==> src/rtl/jedro_1_prefetch_buf.sv <==
`default_nettype none
// ============================================================================
//  Module   : jedro_1_prefetch_buf
//  Purpose  : Instruction prefetch buffer for the jedro_1 core. Issues
//             sequential word reads to the instruction RAM ahead of use,
//             queues the returned words in a DEPTH-entry FIFO and presents
//             {instr, addr} to fetch/decode over a valid/ready handshake.
//             A flush redirects fetch and discards all stale data.
//  Ports    : clk_i, rstn_i            clock, async active-low reset
//             flush_i, flush_addr_i    redirect request and byte target
//             ram_en_o, ram_addr_o     RAM read request (word aligned)
//             ram_rdata_i              RAM read data, one cycle after request
//             instr_o, addr_o, valid_o head-of-FIFO entry
//             ready_i                  consumer accepts head
//             misalign_o               only with JEDRO_1_PREFETCH_MISALIGN_EN:
//                                      one-cycle pulse for an unaligned target
//  Config   : JEDRO_1_PREFETCH_MISALIGN_EN (optional misalign_o port)
//  Revision : 1.0 - initial release
// ============================================================================
module jedro_1_prefetch_buf #(
   parameter int                    DATA_WIDTH = 32,
   parameter int                    DEPTH      = 4,
   parameter logic [DATA_WIDTH-1:0] BOOT_ADDR  = '0
) (
   input  logic                  clk_i,
   input  logic                  rstn_i,
   input  logic                  flush_i,
   input  logic [DATA_WIDTH-1:0] flush_addr_i,
   output logic                  ram_en_o,
   output logic [DATA_WIDTH-1:0] ram_addr_o,
   input  logic [DATA_WIDTH-1:0] ram_rdata_i,
   output logic [DATA_WIDTH-1:0] instr_o,
   output logic [DATA_WIDTH-1:0] addr_o,
   output logic                  valid_o,
   input  logic                  ready_i
`ifdef JEDRO_1_PREFETCH_MISALIGN_EN
   ,
   output logic                  misalign_o
`endif
);

   localparam int PW = $clog2(DEPTH);
   localparam int CW = PW + 1;
   localparam logic [CW:0] DEPTH_C = (CW+1)'(DEPTH);

   typedef enum logic [0:0] {
      ST_BOOT = 1'b0,
      ST_RUN  = 1'b1
   } state_e;

   state_e                state_q, state_d;
   logic [DATA_WIDTH-1:0] pc_q, pc_d;
   logic                  inflight_q, inflight_d;
   logic [DATA_WIDTH-1:0] issue_addr_q, issue_addr_d;
   logic [DATA_WIDTH-1:0] instr_mem_q [DEPTH];
   logic [DATA_WIDTH-1:0] instr_mem_d [DEPTH];
   logic [DATA_WIDTH-1:0] addr_mem_q  [DEPTH];
   logic [DATA_WIDTH-1:0] addr_mem_d  [DEPTH];
   logic [PW-1:0]         rd_ptr_q, rd_ptr_d;
   logic [PW-1:0]         wr_ptr_q, wr_ptr_d;
   logic [CW-1:0]         count_q, count_d;
   logic                  misalign_q, misalign_d;

   logic [CW:0]           used;
   logic                  issue;
   logic                  push;
   logic                  pop;

   // Credit check counts the outstanding read as occupied, so a response
   // always finds a free slot. A pop in the same cycle is deliberately not
   // credited to keep the enable off the consumer's ready path.
   assign used     = {1'b0, count_q} + {{CW{1'b0}}, inflight_q};
   assign issue    = (state_q == ST_RUN) & ~flush_i & (used < DEPTH_C);
   assign push     = inflight_q & ~flush_i;
   assign pop      = valid_o & ready_i & ~flush_i;

   assign ram_en_o   = issue;
   assign ram_addr_o = pc_q;
   assign valid_o    = (count_q != '0);
   assign instr_o    = instr_mem_q[rd_ptr_q];
   assign addr_o     = addr_mem_q[rd_ptr_q];

`ifdef JEDRO_1_PREFETCH_MISALIGN_EN
   assign misalign_o = misalign_q;
`else
   // Target byte offset is dropped silently when misalign reporting is off.
   logic unused_flush_bits;
   assign unused_flush_bits = ^{flush_addr_i[1:0], misalign_q};
`endif

   always_comb begin
      state_d      = ST_RUN;
      pc_d         = pc_q;
      inflight_d   = 1'b0;
      issue_addr_d = issue_addr_q;
      instr_mem_d  = instr_mem_q;
      addr_mem_d   = addr_mem_q;
      rd_ptr_d     = rd_ptr_q;
      wr_ptr_d     = wr_ptr_q;
      count_d      = count_q;
      misalign_d   = flush_i & (flush_addr_i[1:0] != 2'b00);

      if (flush_i) begin
         // Redirect wins over everything: pending response, pop and request
         // in this cycle are all discarded.
         pc_d     = {flush_addr_i[DATA_WIDTH-1:2], 2'b00};
         rd_ptr_d = '0;
         wr_ptr_d = '0;
         count_d  = '0;
      end else begin
         if (issue) begin
            pc_d         = pc_q + DATA_WIDTH'(4);
            inflight_d   = 1'b1;
            issue_addr_d = pc_q;
         end
         if (push) begin
            instr_mem_d[wr_ptr_q] = ram_rdata_i;
            addr_mem_d[wr_ptr_q]  = issue_addr_q;
            wr_ptr_d              = wr_ptr_q + 1'b1;
         end
         if (pop) begin
            rd_ptr_d = rd_ptr_q + 1'b1;
         end
         case ({push, pop})
            2'b10:   count_d = count_q + 1'b1;
            2'b01:   count_d = count_q - 1'b1;
            default: count_d = count_q;
         endcase
      end
   end

   always_ff @(posedge clk_i or negedge rstn_i) begin
      if (!rstn_i) begin
         state_q      <= ST_BOOT;
         pc_q         <= BOOT_ADDR;
         inflight_q   <= 1'b0;
         issue_addr_q <= '0;
         for (int i = 0; i < DEPTH; i++) begin
            instr_mem_q[i] <= '0;
            addr_mem_q[i]  <= '0;
         end
         rd_ptr_q     <= '0;
         wr_ptr_q     <= '0;
         count_q      <= '0;
         misalign_q   <= 1'b0;
      end else begin
         state_q      <= state_d;
         pc_q         <= pc_d;
         inflight_q   <= inflight_d;
         issue_addr_q <= issue_addr_d;
         instr_mem_q  <= instr_mem_d;
         addr_mem_q   <= addr_mem_d;
         rd_ptr_q     <= rd_ptr_d;
         wr_ptr_q     <= wr_ptr_d;
         count_q      <= count_d;
         misalign_q   <= misalign_d;
      end
   end

endmodule
`default_nettype wire

==> config.mk <==
export PLATFORM = sky130hd
export DESIGN_NAME = jedro_1_prefetch_buf
export DESIGN_NICKNAME = d
export VERILOG_FILES = /design/src/rtl/jedro_1_prefetch_buf.sv
export SDC_FILE = /design/constraint.sdc
export NUM_CORES = 1
export LEC_CHECK = 0
export BUFFER_PORTS_ARGS = -buffer_cell sky130_fd_sc_hd__buf_2
export CORE_ASPECT_RATIO = 1.4
export CORE_MARGIN = 3
export CORE_UTILIZATION = 43
export DETAILED_ROUTE_END_ITERATION = 12
export GPL_TIMING_DRIVEN = 0
export HOLD_SLACK_MARGIN = 0.05
export SYNTH_ARGS = -nofsm -noshare
export SYNTH_HDL_FRONTEND = slang
export SYNTH_SLANG_ARGS = --single-unit
==> constraint.sdc <==
create_clock -name clk_i -period 2.9 [get_ports clk_i]
set_input_delay 0.58 -clock clk_i [delete_from_list [all_inputs] [get_ports clk_i]]
set_output_delay 0.58 -clock clk_i [all_outputs]
set_load 0.01 [all_outputs]
==> results.py, run 1 <==
metrics = {
    "run_status": {
        "run_status": "completed",
    },
    "run": {
        "max_cap_violations": 0,
    },
    "clock_network": {
        "clock_tree_from_tritoncts": "yes",
        "cts_sinks": 317,
        "path_clk_slew_ns": 0.06,
        "worstSkewPairLatency_ns": 0.51,
        "cts-root-to-sink-buffers": 3,
        "cts.htree.levels": 2,
        "ctsRootBufferMaster": "sky130_fd_sc_hd__clkbuf_16",
        "total_clock_buffers_created_by_cts": 34,
    },
    "grt": {
        "gr-total-overflow": 0,
        "grt_first_pass_wirelength_mm": 52.0,
        "grtUsageMet2_pct": 32.4,
        "most_crowded_layer_gr": "met2",
        "groute.usage.overall_pct": 18.7,
        "grt_start_max_net_pins": 122,
        "grt_pass1_vias": 9482,
        "antenna_found_initial": 0,
        "grt.met1_usage_pct": 24.2,
        "globalRouteMet3Util_pct": 3.52,
    },
    "cells_and_area": {
        "layout-drive-gt1-share_pct": 47.9,
        "fin_cells": 1643,
        "postLayoutCoreUtil_pct": 52.0,
        "final_common_cell": "sky130_fd_sc_hd__dfrtp_1",
        "layout.cells.most_common_list": "sky130_fd_sc_hd__dfrtp_1 (316), sky130_fd_sc_hd__mux2_2 (249), sky130_fd_sc_hd__buf_2 (190), sky130_fd_sc_hd__nand2_1 (115), sky130_fd_sc_hd__mux4_2 (62)",
        "area.growth.synth_to_final_pct": 17.8,
        "design.final.nets": 1261,
        "antenna_cells": 0,
        "final_design_area_no_fill_um2": 16600,
    },
    "power": {
        "power_mw": 15.6,
        "power.static_leakage_nw": 7.93,
        "power_density_nw_per_um2": 940,
        "ir_drop_uv": 351,
    },
    "sta": {
        "final.setup.tns_ns": 0,
        "period_needed_ns": 2.73,
        "worst_slew_margin_relative_to_its_limit_pct": 52.1,
        "slew_viol_final": 0,
        "number_of_failing_setup_endpoints_in_the_final_timing_report": 0,
        "fin_worst_skew_ns": 0.0174,
        "fin_crit_sh_pct": 94.2,
        "final_hold_violation_count": 0,
        "grt_setup_unrepaired": "false",
        "fmaxAchievable_mhz": 366,
        "tightestPinTransition_ns": 0.719,
    },
    "placement": {
        "hpwlAfterDp_mm": 21.5,
        "gp_congestion": 0.843,
        "post-place-cells": 1588,
        "post_dp_cell_area_um2": 15500,
        "port_bufs": 158,
    },
    "drt": {
        "drt_drc_violations_left": 0,
        "drt_first_pass_iters": 4,
        "drt.antenna.violating_nets": 0,
        "avgRoutedWirePerCell_um": 19.5,
        "detailed_route_vias_per_instance": 5.41,
        "drt_first_iter_violations": 404,
        "detail_route.wirelength_mm": 32.0,
        "route.vias.total": 8890,
    },
    "floorplanning": {
        "die_area_um2": 35000,
        "initial_utilization_pct": 44.1,
        "die_h_um": 220,
        "chipWidth_um": 159,
        "row_count": 77,
        "ios": 166,
        "placeableCoreArea_um2": 31900,
    },
    "synthesis": {
        "postSynthAreaPerCell_um2": 14.2,
        "ys_warn_count": 0,
        "synth_area_leaders": "sky130_fd_sc_hd__dfrtp_1 (56%), sky130_fd_sc_hd__mux2_2 (20%), sky130_fd_sc_hd__mux4_2 (9.9%)",
        "synth.ff_latch_count": 317,
        "number_of_enable_type_register_cells_in_the_synthesized_netlist": 0,
        "most_area_hungry_cell_type_in_the_yosys_netlist": "sky130_fd_sc_hd__dfrtp_1",
        "netlist.area_leader.share_pct": 56.4,
        "postSynth.asyncResetShare_pct": 100,
        "synth.yosys.seq_area_share_pct": 56.4,
        "synth_cell_type_count": 58,
        "mappedNetlistArea_um2": 14100,
        "yosys_most_used_dff": "sky130_fd_sc_hd__dfrtp_1",
        "synthCells": 991,
    },
    "worst_setup_path": {
        "longest_individual_stage_delay_on_the_worst_path_ns": 0.40,
        "timing.critical_path.depth": 6,
        "critical_path_arrival_ns": 2.15,
        "worst_setup_path_end_kind": "primary output",
        "setup.reg_to_reg.worst_slack_ns": 0.56,
        "cp-start-kind": "flop",
        "critical_path.slowest_cell": "sky130_fd_sc_hd__buf_2",
        "crit_path_frequent_cell": "sky130_fd_sc_hd__buf_2",
        "worst_flop_to_flop_path_endpoint": "count_q[2]",
        "path_class": "reg -> out",
        "cp_top_family": "buffers and inverters",
        "ff2ff_path_depth": 7,
        "required_arrival_time_at_the_worst_endpoint_ns": 2.32,
        "reg2reg_from": "count_q[0]",
        "critical_path.endpoint": "ram_en_o",
        "critPathLaunch": "inflight_q",
        "worstPathBufferInverterCount": 4,
        "worstPathCellList": "buf_2 -> nand3_1 -> nand3_1 -> clkinvlp_4 -> buf_2 -> buf_2",
        "critical_path.max_fanout": 19,
    },
    "worst_hold_path": {
        "worstHoldPathType": "in -> async",
    },
}
==> report_power, final <==
group,internal [mW],switching [mW],leakage [nW]
registers,5.75,0.948,4.13
logic,2.58,2.05,3.26
clock network,2.53,1.72,0.532
total,10.9,4.72,7.93
==> worst reg2reg max path, stage by stage (launching register included) <==
cell and delay, ns:
sky130_fd_sc_hd__dfrtp_1 0.44, sky130_fd_sc_hd__o31ai_1 0.61, sky130_fd_sc_hd__nor3_1 0.12, sky130_fd_sc_hd__fa_1 0.40
sky130_fd_sc_hd__or3_1 0.38, sky130_fd_sc_hd__nand2_1 0.09, sky130_fd_sc_hd__xnor2_1 0.12, sky130_fd_sc_hd__nor2_1 0.05
==> layer usage <==
layer,routed length [um],share of wire [%],vias to the layer above
met5,0,0,-
met4,653,2.0,0
met3,1620,5.1,44
met2,16000,50,243
met1,13800,43,4586
li1,-,-,4017
==> cells in the mapped netlist, drive strengths merged (7+ instances only) <==
library cell    n
buf            45
o311ai          7
clkbuf         22
o21ai          19
inv             7
nor2           22
mux4           62
nand4          15
mux2          249
dfrtp         317
o211ai          9
nand3          21
nand2         115
==> final cells by class <==
class / count / area (um2)
fillers: 2799 / 15300
clock buffers: 47 / 941
well taps: 434 / 543
repair buffers: 160 / 856
inverters: 8 / 33.8
flip-flops and latches: 317 / 7930
clock inverters: 11 / 134
plain buffers: 64 / 327
multi-input cells: 602 / 5810
==> cell families after synthesis <==
logic type	synth area share (%)
flip-flops	56.4
multiplexers	30.1
AO/OA/AOI/OAI	3.32
XOR/XNOR	0.560
other	0.0534
AND/OR/NAND/NOR	6.61
adder cells (fa/ha/maj)	0.587
buffers and inverters	2.45
==> sequential cells by signal (all words and copies together), names as in the netlist <==
register and flops:
addr_mem_q 120, count_q 3, inflight_q 1, instr_mem_q 128, issue_addr_q 30, ram_addr_o 30
rd_ptr_q 2, state_q 1, wr_ptr_q 2
==> worst min-delay path by stage <==
stage | startpoint | to | slack [ns]
3_5_place_dp | instr_mem_q[54] | instr_mem_q[54] | 0.49
2_1_floorplan | rstn_i | addr_mem_q[100] | 0.28
5_1_grt | rstn_i | addr_mem_q[123] | 0.1
3_3_place_gp | instr_mem_q[54] | instr_mem_q[54] | 0.48
6_report | rstn_i | addr_mem_q[122] | 0.05
4_1_cts | rstn_i | addr_mem_q[91] | 0.08
==> repair_timing <==
| item | CTS | global route |
|---|---|---|
| endpoints found under the setup margin | 60 | 35 |
| hold buffers | 0 | 0 |
| pin swaps | 0 | 0 |
| setup buffers | 0 | 0 |
| resized for setup | 9 | 5 |
==> per-stage QoR <==
step	setup slack (ns)	hold WS, ns
2_1_floorplan	0.611	0.284
3_3_place_gp	-4.92	0.481
3_5_place_dp	0.00433	0.487
4_1_cts	0.00245	0.0815
5_1_grt	0.0212	0.0994
6_report	0.169	0.0475
Power figures use the tool's default switching activity.
==> inputs of run 2 (changes only) <==
--- a/config.mk
+++ b/config.mk
@@ -12,6 +12,7 @@
 export DETAILED_ROUTE_END_ITERATION = 12
 export GPL_TIMING_DRIVEN = 0
 export HOLD_SLACK_MARGIN = 0.05
+export SETUP_SLACK_MARGIN = 0.3
 export SYNTH_ARGS = -nofsm -noshare
 export SYNTH_HDL_FRONTEND = slang
 export SYNTH_SLANG_ARGS = --single-unit
==> run 2 against run 1 <==
Via count is essentially flat. Sequential share of layout area shrank 0.34 points. Setup slack gained 0.20 ns. Sequential cell count is the same. Design area grew 0.71%. First-iteration DRC count grew 2.7%. Global-route usage is essentially flat. Sequential power shrank 0.6%. Fmax grew 8.0%. Wire length grew 0.23%. Count of clock-buffer cells in the layout is the same. Combinational power grew 4.3%. Critical path type unchanged.
==> results.py, run 2 (same netlist as run 1, synthesis figures left out) <==
metrics = {
    "run_status": {
        "run_status": "completed",
    },
    "cells_and_area": {
        "fin_cells": 1646,
        "antenna_cells": 0,
        "largest_register_by_flop_count": "instr_mem_q",
        "design.final.nets": 1264,
        "layout.cells.most_common_list": "sky130_fd_sc_hd__dfrtp_1 (317), sky130_fd_sc_hd__mux2_2 (249), sky130_fd_sc_hd__buf_2 (188), sky130_fd_sc_hd__nand2_1 (115), sky130_fd_sc_hd__mux4_2 (62)",
        "area.growth.synth_to_final_pct": 18.6,
        "layout-drive-gt1-share_pct": 48.0,
        "final_design_area_no_fill_um2": 16700,
        "final_common_cell": "sky130_fd_sc_hd__dfrtp_1",
        "postLayoutCoreUtil_pct": 52.4,
        "biggestRegsByFlops": "instr_mem_q (128), addr_mem_q (120)",
        "largest_reg_flops": 128,
    },
    "floorplanning": {
        "chipWidth_um": 159,
        "placeableCoreArea_um2": 31900,
        "die_area_um2": 35000,
        "die_h_um": 220,
        "row_count": 77,
        "initial_utilization_pct": 44.1,
        "ios": 166,
    },
    "power": {
        "power.static_leakage_nw": 7.97,
        "ir_drop_uv": 353,
        "power_density_nw_per_um2": 943,
        "power_mw": 15.7,
    },
    "worst_setup_path": {
        "cp-start-kind": "flop",
        "critical_path.max_fanout": 10,
        "critical_path.slowest_cell": "sky130_fd_sc_hd__mux4_2",
        "worst_flop_to_flop_path_endpoint": "count_q[2]",
        "worstPathCellList": "buf_12 -> buf_8 -> mux4_2 -> buf_2",
        "longest_individual_stage_delay_on_the_worst_path_ns": 0.54,
        "critical_path_arrival_ns": 1.95,
        "path_class": "reg -> out",
        "required_arrival_time_at_the_worst_endpoint_ns": 2.32,
        "timing.critical_path.depth": 4,
        "cp_top_family": "multiplexers",
        "worstPathBufferInverterCount": 3,
        "reg2reg_from": "count_q[0]",
        "worst_setup_path_end_kind": "primary output",
        "setup.reg_to_reg.worst_slack_ns": 0.55,
        "ff2ff_path_depth": 7,
    },
    "drt": {
        "drt_drc_violations_left": 0,
        "detail_route.wirelength_mm": 32.1,
        "drt_first_pass_iters": 5,
        "drt.antenna.violating_nets": 0,
        "avgRoutedWirePerCell_um": 19.5,
        "route.vias.total": 8897,
        "drt_first_iter_violations": 415,
        "detailed_route_vias_per_instance": 5.41,
    },
    "sta": {
        "number_of_failing_setup_endpoints_in_the_final_timing_report": 0,
        "final_hold_violation_count": 0,
        "fmaxAchievable_mhz": 395,
        "tightestPinTransition_ns": 0.708,
        "worst_slew_margin_relative_to_its_limit_pct": 52.8,
        "fin_worst_skew_ns": 0.0166,
        "fin_crit_sh_pct": 87.2,
        "period_needed_ns": 2.53,
        "final.hold.worst_slack_ns": 0.0571,
        "grt_setup_unrepaired": "true",
        "slew_viol_final": 0,
    },
    "grt": {
        "antenna_found_initial": 0,
        "most_crowded_layer_gr": "met2",
        "grt_first_pass_wirelength_mm": 52.1,
        "globalRouteMet3Util_pct": 3.52,
        "gr-total-overflow": 0,
        "groute.usage.overall_pct": 18.7,
        "grt.met1_usage_pct": 24.4,
        "grtUsageMet2_pct": 32.4,
        "grt_pass1_vias": 9500,
        "grt_start_max_net_pins": 122,
    },
    "clock_network": {
        "cts_sinks": 317,
        "path_clk_slew_ns": 0.06,
        "hold_fix_buffer_count_after_cts": 0,
        "ctsRootBufferMaster": "sky130_fd_sc_hd__clkbuf_16",
        "worstSkewPairLatency_ns": 0.51,
        "clock_tree_from_tritoncts": "yes",
        "total_clock_buffers_created_by_cts": 34,
        "cts.htree.levels": 2,
        "cts-root-to-sink-buffers": 3,
    },
    "placement": {
        "hpwlAfterDp_mm": 21.5,
        "post_dp_cell_area_um2": 15500,
        "gp_congestion": 0.843,
        "port_bufs": 158,
        "post-place-cells": 1588,
    },
    "worst_hold_path": {
        "worstHoldPathType": "in -> async",
    },
    "run": {
        "max_cap_violations": 0,
    },
}
run 2: cell types whose count changed in the layout (fill, tap and decap cells not counted):
cell	change
sky130_fd_sc_hd__nand3_2	+1
sky130_fd_sc_hd__clkinvlp_4	-1
sky130_fd_sc_hd__clkbuf_4	-3
sky130_fd_sc_hd__buf_2	-2
sky130_fd_sc_hd__dfrtp_2	-1
sky130_fd_sc_hd__buf_8	+4
sky130_fd_sc_hd__nand3_1	-1
sky130_fd_sc_hd__buf_6	+2
sky130_fd_sc_hd__clkinv_4	+1
sky130_fd_sc_hd__dfrtp_1	+1
sky130_fd_sc_hd__buf_12	+3
sky130_fd_sc_hd__clkbuf_2	-4
sky130_fd_sc_hd__buf_4	+3
run 2: worst max-delay path by stage:
stage	slack (ns)	endpoint	start
after CTS	0.27	addr_o[12]	rd_ptr_q[0]
after global routing	0.29	addr_o[12]	rd_ptr_q[0]
after detailed placement	0.004	ram_en_o	flush_i
after floorplan	0.61	count_q[2]	flush_i
after global placement	-4.92	instr_mem_q[93]	rstn_i
final	0.37	instr_o[3]	rd_ptr_q[0]
run 2: worst reg2reg max path, delay by kind of cell (launching register included):
| kind | cells | cell delay [ns] |
|---|---|---|
| AOI/OAI and AO/OA | 1 | 0.62 |
| adders and majority gates | 1 | 0.40 |
| xor gates and xnor gates | 1 | 0.12 |
| and+or+nand+nor | 4 | 0.64 |
| DFF | 1 | 0.44 |
run 2: metrics by stage:
step | TNS (ns) | setup slack [ns]
finish | 0 | 0.371
global route | 0 | 0.288
CTS | 0 | 0.268
detailed placement | 0 | 0.00433
global placement | -1543.25 | -4.92
floorplan | 0 | 0.611
run 2: final cells by class:
| cell class | count | area (um2) |
|---|---|---|
| fillers | 2795 | 15200 |
| flip-flops and latches | 317 | 7930 |
| multi-input cells | 602 | 5810 |
| clock buffers | 47 | 941 |
| repair buffers | 160 | 856 |
| well taps | 434 | 543 |
| plain buffers | 67 | 439 |
| clock inverters | 11 | 134 |
| inverters | 8 | 35.0 |
run 2: layer usage:
layer  wire, um  up-vias
li1           -     4019
met4        703        0
met3       1610       51
met5          0        -
met1      13800     4579
met2      16000      248
run 2: what timing repair did:
item	in CTS	in global routing
resized for setup	40	10
setup endpoints to repair	63	57
buffers inserted	0	0
run 2: report_power, final:
part | leakage, nW | internal [mW] | total, mW | switching [mW]
logic | 3.31 | 2.71 | 4.83 | 2.12
registers | 4.13 | 5.75 | 6.66 | 0.912
clock network | 0.532 | 2.54 | 4.26 | 1.72
==> inputs of run 3 (changes only) <==
--- a/config.mk
+++ b/config.mk
@@ -10,8 +10,10 @@
 export CORE_MARGIN = 3
 export CORE_UTILIZATION = 43
 export DETAILED_ROUTE_END_ITERATION = 12
+export GPL_ROUTABILITY_DRIVEN = 0
 export GPL_TIMING_DRIVEN = 0
 export HOLD_SLACK_MARGIN = 0.05
+export REMOVE_ABC_BUFFERS = 1
 export SETUP_SLACK_MARGIN = 0.3
 export SYNTH_ARGS = -nofsm -noshare
 export SYNTH_HDL_FRONTEND = slang
==> run 3 against run 2 <==
Non-clock buffer count is 48 lower. Sequential cell count stayed put. Die area stayed put. Global-route usage is 0.11 points higher. Hold slack better by 0.21 ns. Clock power is 6.6% higher. Setup slack worse by 0.073 ns. Register-to-register slack worse by 0.13 ns. Wire length is 2.9% higher. Combinational power is 3% higher.
==> results.py, run 3 (same netlist as run 1, synthesis figures left out) <==
metrics = {
    "cells_and_area": {
        "layout-drive-gt1-share_pct": 48.6,
        "fillCellCount": 2737,
        "antenna_cells": 0,
        "largest_register_by_flop_count": "instr_mem_q",
        "biggestRegsByFlops": "instr_mem_q (128), addr_mem_q (120)",
        "layout.cells.most_common_list": "sky130_fd_sc_hd__dfrtp_1 (315), sky130_fd_sc_hd__mux2_2 (249), sky130_fd_sc_hd__buf_2 (149), sky130_fd_sc_hd__nand2_1 (111), sky130_fd_sc_hd__mux4_2 (62)",
        "area.growth.synth_to_final_pct": 19.9,
        "design.final.nets": 1218,
        "largest_reg_flops": 128,
        "postLayoutCoreUtil_pct": 52.9,
        "final_common_cell": "sky130_fd_sc_hd__dfrtp_1",
    },
    "worst_hold_path": {
        "worstHoldPathType": "in -> reg",
        "timing.hold.worst_endpoint": "ram_addr_o[13]",
        "min_delay_path_depth": 3,
        "min_from": "flush_addr_i[13]",
    },
    "run_status": {
        "run_status": "completed",
    },
    "grt": {
        "grt_pass1_vias": 9151,
        "gr-total-overflow": 0,
        "grt_first_pass_wirelength_mm": 52.3,
        "grt_start_max_net_pins": 106,
        "antenna_found_initial": 0,
        "groute.usage.overall_pct": 18.8,
    },
    "clock_network": {
        "total_clock_buffers_created_by_cts": 34,
        "cts_sinks": 317,
        "clock_tree_from_tritoncts": "yes",
        "worstSkewPairLatency_ns": 0.52,
        "cts-root-to-sink-buffers": 3,
        "path_clk_slew_ns": 0.06,
        "ctsRootBufferMaster": "sky130_fd_sc_hd__clkbuf_16",
        "cts.htree.levels": 2,
    },
    "run": {
        "max_cap_violations": 0,
    },
    "drt": {
        "drt.antenna.violating_nets": 0,
        "detail_route.wirelength_mm": 33.0,
        "detailed_route_vias_per_instance": 5.44,
        "drt_drc_violations_left": 0,
        "avgRoutedWirePerCell_um": 20.6,
        "drt_first_iter_violations": 400,
        "drt_first_pass_iters": 5,
        "route.vias.total": 8712,
    },
    "floorplanning": {
        "row_count": 77,
        "placeableCoreArea_um2": 31900,
        "chipWidth_um": 159,
        "initial_utilization_pct": 44.1,
        "ios": 166,
        "die_area_um2": 35000,
        "die_h_um": 220,
    },
    "power": {
        "ir_drop_uv": 484,
        "power.static_leakage_nw": 8.04,
        "power_density_nw_per_um2": 961,
    },
    "sta": {
        "worst_slew_margin_relative_to_its_limit_pct": 41.6,
        "number_of_failing_setup_endpoints_in_the_final_timing_report": 0,
        "final_hold_violation_count": 0,
        "period_needed_ns": 2.60,
        "grt_setup_unrepaired": "true",
        "fin_worst_skew_ns": 0.0139,
        "final.hold.worst_slack_ns": 0.266,
        "tightestPinTransition_ns": 0.875,
        "fmaxAchievable_mhz": 384,
        "fin_crit_sh_pct": 89.7,
        "slew_viol_final": 0,
        "final_critical_path_setup_slack_ns": 0.298,
    },
    "worst_setup_path": {
        "cp-start-kind": "flop",
        "required_arrival_time_at_the_worst_endpoint_ns": 2.32,
        "setup.reg_to_reg.worst_slack_ns": 0.42,
        "longest_individual_stage_delay_on_the_worst_path_ns": 0.55,
        "critical_path_arrival_ns": 2.02,
        "cp_top_family": "multiplexers",
        "reg2reg_from": "inflight_q",
        "worst_setup_path_end_kind": "primary output",
        "critical_path.max_fanout": 5,
        "worst_flop_to_flop_path_endpoint": "addr_mem_q[88]",
        "path_class": "reg -> out",
        "ff2ff_path_depth": 4,
        "critical_path.slowest_cell": "sky130_fd_sc_hd__mux4_2",
        "worstPathBufferInverterCount": 3,
        "worstPathCellList": "buf_6 -> buf_12 -> mux4_2 -> buf_6",
        "crit_path_frequent_cell": "sky130_fd_sc_hd__buf_6",
    },
    "placement": {
        "port_bufs": 159,
        "hpwlAfterDp_mm": 19.5,
        "placement.setup.worst_slack_ns": -1.18,
    },
}
-- run 3: changes by cell type in the layout (fill, tap and decap cells not counted), sizes merged --
cell         change
buf             -35
clkinvlp         +3
nand3            +2
inv              -1
clkbuf          -10
clkinv           -3
dlygate4sd3      +1
bufinv           -1
-- run 3: worst max path at each step --
| stage | cells after the start | from | endpoint |
|---|---|---|---|
| final | 4 | rd_ptr_q[0] | addr_o[28] |
| after global routing | 4 | rd_ptr_q[0] | addr_o[28] |
| after floorplan | 6 | inflight_q | ram_addr_o[12] |
| after CTS | 3 | rd_ptr_q[0] | addr_o[21] |
| after detailed placement | 8 | flush_i | ram_addr_o[19] |
| after global placement | 1 | rstn_i | instr_mem_q[90] |
-- run 3: layout make-up --
| type | count | area (um2) | area share (%) |
|---|---|---|---|
| multi-input combinational | 604 | 5880 | 34.8 |
| clock buffer | 51 | 1100 | 6.51 |
| clock inverter | 9 | 103 | 0.608 |
| inverter | 8 | 42.5 | 0.252 |
| sequential | 317 | 7940 | 47.0 |
| tap | 434 | 543 | 3.22 |
| timing repair buffer | 179 | 1280 | 7.56 |
-- run 3: where the power goes --
part	total (mW)	internal, mW	leakage (nW)	switching, mW
clock network	4.54	2.80	0.589	1.75
registers	6.70	5.76	4.13	0.938
logic	4.99	2.83	3.32	2.16
total	16.2	11.4	8.04	4.85
-- run 3: tightest hold or removal path: stages --
cell and delay, ns:
sky130_fd_sc_hd__buf_2 0.07, sky130_fd_sc_hd__a32oi_1 0.04, sky130_fd_sc_hd__nand2_1 0.05
-- run 3: layer usage --
metal	vias up	global-route usage, %	wire, um
met2	199	33.3	16900
met1	4523	24.6	14100
li1	3946	-	-
met4	0	4.99	714
met3	44	2.71	1350
met5	-	0	0
-- run 3: repair_timing --
| action | 4_1_cts | 5_1_grt |
|---|---|---|
| buffers inserted | 6 | 0 |
| hold endpoints to repair | 62 | 0 |
| cloned | 2 | 3 |
| gates resized for setup | 3 | 14 |
| endpoints found under the setup margin | 117 | 58 |
| hold buffers | 1 | 0 |
| pin swaps | 1 | 0 |
-- run 3: per-stage QoR --
stage	TNS [ns]	std cells	cell area [um2]	power, mW
after global routing	0	1602	16900	17.2
after floorplan	-102.44	927	13800	9.68
after global placement	-2363.80	1520	15100	11.1
after detailed placement	-54.32	1530	15400	11.5
final	0	1602	16900	16.2
after CTS	0	1599	16700	16.3
